`config.mk`:
```
export PLATFORM = sky130hd
export DESIGN_NAME = wb_regfile
export DESIGN_NICKNAME = d
export VERILOG_FILES = /design/src/rtl/wb_regfile.sv
export SDC_FILE = /design/constraint.sdc
export NUM_CORES = 2
export LEC_CHECK = 0
export CAP_MARGIN = 20
export CORE_ASPECT_RATIO = 1.5
export CORE_MARGIN = 2
export CORE_UTILIZATION = 60
export CTS_BUF_LIST = sky130_fd_sc_hd__clkbuf_16
export DETAILED_ROUTE_END_ITERATION = 8
export PLACE_DENSITY = 0.79
export SLEW_MARGIN = 20
export SYNTH_ARGS = -nofsm -noshare
export SYNTH_HDL_FRONTEND = slang
export SYNTH_SLANG_ARGS = --single-unit
```
`constraint.sdc`:
```
create_clock -name CLOCK -period 2.8 [get_ports CLOCK]
set_input_delay 0.42 -clock CLOCK [delete_from_list [all_inputs] [get_ports CLOCK]]
set_output_delay 0.42 -clock CLOCK [all_outputs]
set_load 0.05 [all_outputs]
```
`src/rtl/wb_regfile.sv`:
```
// wb_regfile: write-back stage and 32 x 32-bit architectural register file.
// Selects the write-back value (link address, extracted load data or ALU
// result), commits it on the rising clock, and serves two combinational read
// ports to decode. Register 0 is hard-wired to zero.
// Optional feature macro: WB_BYPASS_EN -- when defined, a read of the register
// being written in the same cycle returns the write-back value directly.
module wb_regfile #(
    parameter int NREG    = 32,
    parameter int LINKOFS = 8
) (
    input  logic        CLOCK,
    input  logic        RESET,
    input  logic        FINMEMTOREG,
    input  logic        FINREGWRITE,
    input  logic [1:0]  FINSIZE,
    input  logic        FINLWSIG,
    input  logic [31:0] FINlwans,
    input  logic [31:0] FINPC,
    input  logic [31:0] FINRform,
    input  logic        FINandlinlsig,
    input  logic [4:0]  FINwherereg,
    input  logic [4:0]  RA1,
    input  logic [4:0]  RA2,
    output logic [31:0] RD1,
    output logic [31:0] RD2,
    output logic        WBEN,
    output logic [4:0]  WBADDR,
    output logic [31:0] WBDATA
);

    localparam logic [31:0] LINK_OFS_C = 32'(LINKOFS);

    logic [31:0] regs_r [NREG];
    logic [31:0] load_s;
    logic [31:0] wbdata_s;
    logic        wben_s;
    logic [31:0] rd1_s;
    logic [31:0] rd2_s;

    // Pick the addressed sub-word of the aligned load data and extend it.
    function automatic logic [31:0] extract_load(
        input logic [1:0]  size,
        input logic        sgn,
        input logic [31:0] data
    );
        logic [31:0] res;
        case (size)
            2'b01:   res = {{16{sgn & data[15]}}, data[15:0]};
            2'b10:   res = {{24{sgn & data[7]}}, data[7:0]};
            default: res = data;
        endcase
        return res;
    endfunction

    // Read-port selection: zero register and reset force 0, then the optional
    // same-cycle bypass, then the array contents.
    function automatic logic [31:0] select_read(
        input logic        rst_n_v,
        input logic [4:0]  ra,
        input logic [31:0] arr_val,
        input logic        wen,
        input logic [4:0]  waddr,
        input logic [31:0] wdata
    );
        logic [31:0] res;
        if (!rst_n_v) begin
            res = 32'd0;
        end else if (ra == 5'd0) begin
            res = 32'd0;
        end else if (wen && (ra == waddr)) begin
`ifdef WB_BYPASS_EN
            res = wdata;
`else
            res = arr_val;
`endif
        end else begin
            res = arr_val;
        end
        return res;
    endfunction

    // Write-back source selection; link has priority over load over ALU.
    always_comb begin
        load_s   = extract_load(FINSIZE, FINLWSIG, FINlwans);
        wbdata_s = FINRform;
        if (FINandlinlsig) begin
            wbdata_s = FINPC + LINK_OFS_C;
        end else if (FINMEMTOREG) begin
            wbdata_s = load_s;
        end else begin
            wbdata_s = FINRform;
        end
        wben_s = FINREGWRITE & (FINwherereg != 5'd0);
    end

    // Commit the selected value; asynchronous reset clears the whole array.
    always_ff @(posedge CLOCK or negedge RESET) begin
        if (!RESET) begin
            for (int i = 0; i < NREG; i++) begin
                regs_r[i] <= 32'd0;
            end
        end else if (wben_s) begin
            regs_r[FINwherereg] <= wbdata_s;
        end
    end

    // Combinational decode-stage read ports.
    always_comb begin
        rd1_s = select_read(RESET, RA1, regs_r[RA1], wben_s, FINwherereg, wbdata_s);
        rd2_s = select_read(RESET, RA2, regs_r[RA2], wben_s, FINwherereg, wbdata_s);
    end

    assign RD1    = rd1_s;
    assign RD2    = rd2_s;
    assign WBEN   = wben_s;
    assign WBADDR = FINwherereg;
    assign WBDATA = wbdata_s;

endmodule
```
==> impl_metrics.yaml <==
timing:
  min_period_ps: 3250
  drv_slew: 0
  setup_repair_after_global_routing_missed_its_margin: "true"
  report.final.setup_viol: 60
  maxClockFrequency_ghz: 0.307
  timing_hold_violations_final: 0
  clock-skew-final_ps: 0
  slew_headroom: 0.324
  timing.final.ws_setup_ps: -453
  worstMarginPinSlew_ps: 1010
  layout_worst_path_cycle_share: 1.16
  holdWs_ps: 39.7
worst_setup_path:
  critPathArrivalTime_ps: 2830
  worst-setup-path-type: "reg2out"
  required_ps: 2380
  critical_path.max_fanout: 3
  startpoint_type: "register"
  worst_setup_path_startpoint: "regs_r[238]"
  critical_path.endpoint_type: "output pin"
  crit-reg2reg-launch: "regs_r[598]"
route:
  post_drt_via_cell_ratio: 7.22
  dr_total_vias: 46600
  detail_route.drc_violations: 32
  drt_iter0_markers: 7163
  drt_pre_antenna_iters: 9
  drt-total-wl_microns: 199000
  detail-route-antenna-nets: 0
  route.detailed.wl_per_inst_microns: 30.8
cells_and_area:
  largest_register_ff_count: 1024
  largest_registers: "regs_r x1024"
  synthToLayoutAreaGrowth_pct: 25.6
  num-nets-final: 5330
  final_common_cell: "sky130_fd_sc_hd__dfrtp_1"
  layout.cells.most_common_list: "sky130_fd_sc_hd__dfrtp_1 (1024), sky130_fd_sc_hd__nand2_1 (597), sky130_fd_sc_hd__o21ai_0 (527)"
  n_fill_cell: 4910
  largest-register: "regs_r"
  post_route_cells_drive_above_1_share: 0.322
  finalNonFillerCells: 6451
clock_tree:
  ctsRootBufferMaster: "sky130_fd_sc_hd__clkbuf_16"
  cts_made_buffers: 99
  clock_tree.buffer_depth: 3
  cts-htree-levels: 3
  cts.sink_count: 1024
  clkTransAtPathRegs_ps: 60
  clock_insertion_delay_worst_skew_ps: 710
  tritoncts_clock_tree: "done"
run_status:
  failing_checks: "DRC, setup timing"
  outcome: "finished, violations left"
hold_path:
  worst_hold_path_type: "in2async"
logic_synthesis:
  synthArstFlopShare: 1.00
  syn_inst: 4863
  synth.yosys.seq_area_share: 0.474
  ys_types: 61
  post_synth_instance_area_sq_mm: 0.0540
  postSynthAreaPerCell_sq_um: 11.1
  number_of_register_bits_inferred_by_synthesis: 1024
  ys.warnings.count: 0
  postSynth.topFlopCell: "sky130_fd_sc_hd__dfrtp_1"
  synth.net_count: 4985
  synth-edff-count: 0
global_routing:
  grt_start_max_net_pins: 196
  track_usage: 0.424
  grt_antenna_before_repair: 10
  grt_overflow: 0
  grt_pass1_vias: 47500
  grt_pass1_wl_microns: 290000
placement:
  dp_cells: 6172
  hpwl_microns: 117000
  place.port_buffers: 220
  place.gp.congestion: 0.956
power_and_ir_drop:
  power_leakage_nw: 28.8
  irDropWorstVdd_mv: 0.664
  cellPowerDensity_mw_per_mm2: 713
  p_total_w: 0.0484
die:
  boundaryPins: 221
  die_height_microns: 371
  std_cell_rows: 134
  core_area_sq_mm: 0.0890
  die_area_sq_mm: 0.0925
  die_w_microns: 249
  initial_core_util: 0.607
job:
  max_cap_violations: 0
[power breakdown]
| group | internal (W) | total (W) | switching [W] |
|---|---|---|---|
| clock | 0.00726 | 0.0133 | 0.00603 |
| sequential | 0.0179 | 0.0206 | 0.00269 |
| combinational | 0.00718 | 0.0145 | 0.00729 |
| total | 0.0324 | 0.0484 | 0.0160 |
[cell usage after synthesis (10+ instances only)]
cell / instances / area, sq um
sky130_fd_sc_hd__nand2_1: 597 / 2240
sky130_fd_sc_hd__a31oi_1: 33 / 206
sky130_fd_sc_hd__mux2i_1: 263 / 2630
sky130_fd_sc_hd__dfrtp_1: 1024 / 25600
sky130_fd_sc_hd__clkbuf_1: 385 / 1450
sky130_fd_sc_hd__o21ai_0: 528 / 2640
sky130_fd_sc_hd__a21oi_2: 29 / 254
sky130_fd_sc_hd__buf_1: 32 / 120
sky130_fd_sc_hd__o21ai_1: 10 / 50.1
sky130_fd_sc_hd__a21oi_1: 426 / 2130
sky130_fd_sc_hd__or2_2: 67 / 419
sky130_fd_sc_hd__o22ai_1: 128 / 801
sky130_fd_sc_hd__mux4_2: 512 / 11500
sky130_fd_sc_hd__nor2_1: 538 / 2020
sky130_fd_sc_hd__nand3_1: 17 / 85.1
sky130_fd_sc_hd__buf_2: 93 / 465
sky130_fd_sc_hd__inv_1: 29 / 109
sky130_fd_sc_hd__and3_1: 10 / 62.6
[per-stage QoR]
stage | util | area [sq um] | TNS, ps | setup WS (ps)
floorplan | - | 54000 | 0 | 28.6
global placement | 0.693 | 61700 | -116090 | -486
detailed placement | 0.693 | 61700 | -150300 | -532
CTS | 0.750 | 66800 | -1560 | -92.7
global route | 0.762 | 67900 | -7720 | -470
finish | 0.762 | 67900 | -5870 | -453
[final timing paths]
kind	end	slack (ps)	cells past startpoint
setup reg to reg	regs_r[598]	1860	4
min in group CLOCK	regs_r[1020]	400	0
max in group asynchronous	regs_r[40]	1140	5
setup / recovery	RD1[14]	-450	5
hold / removal	regs_r[928]	40	3
hold reg to reg	regs_r[1020]	400	0
[routing by layer]
metal,global-route usage,part of all wire,vias to the layer above
li1,-,-,18400
met1,0.463,0.30,22800
met2,0.666,0.47,4086
met3,0.130,0.12,1327
met4,0.393,0.12,6
met5,0,0.00018,-
[final cells by class]
cell class / instances / area (sq um) / share of cell area
inverter: 35 / 131 / 0.00194
antenna: 5 / 12.5 / 0.000184
clock buffer: 101 / 2530 / 0.0372
sequential: 1024 / 25600 / 0.378
multi-input combinational: 3284 / 28400 / 0.418
tap: 1156 / 1450 / 0.0213
timing repair buffer: 764 / 9160 / 0.135
clock inverter: 82 / 591 / 0.00870
[critical path, stage by stage, from the launching register on]
cell	delay, ps
sky130_fd_sc_hd__dfrtp_1	430
sky130_fd_sc_hd__mux4_2	500
sky130_fd_sc_hd__mux2i_1	460
sky130_fd_sc_hd__o22ai_4	240
sky130_fd_sc_hd__or2_4	330
sky130_fd_sc_hd__buf_12	160
[cells by family (layout without fill, tap and decap cells)]
logic type      after synthesis  in the layout  synth area share
fa+ha+maj                     3              3          0.000695
other cells                   0              5                 0
compound gates             1197           1197             0.120
mux                         776            776             0.262
flops                      1024           1024             0.474
xor+xnor                     13             13           0.00211
simple gates               1294           1295            0.0982
buf+inv                     556            982            0.0420
[timing repair]
item | in CTS | in global routing
hold buffers | 2 | 1
endpoints found under the hold margin | 28 | 19
pin swaps | 76 | 44
setup buffers | 49 | 49
resized for setup | 339 | 115
cloned | 4 | 2
setup endpoints to repair | 88 | 86
No activity file was read; power rests on OpenSTA's default activity.
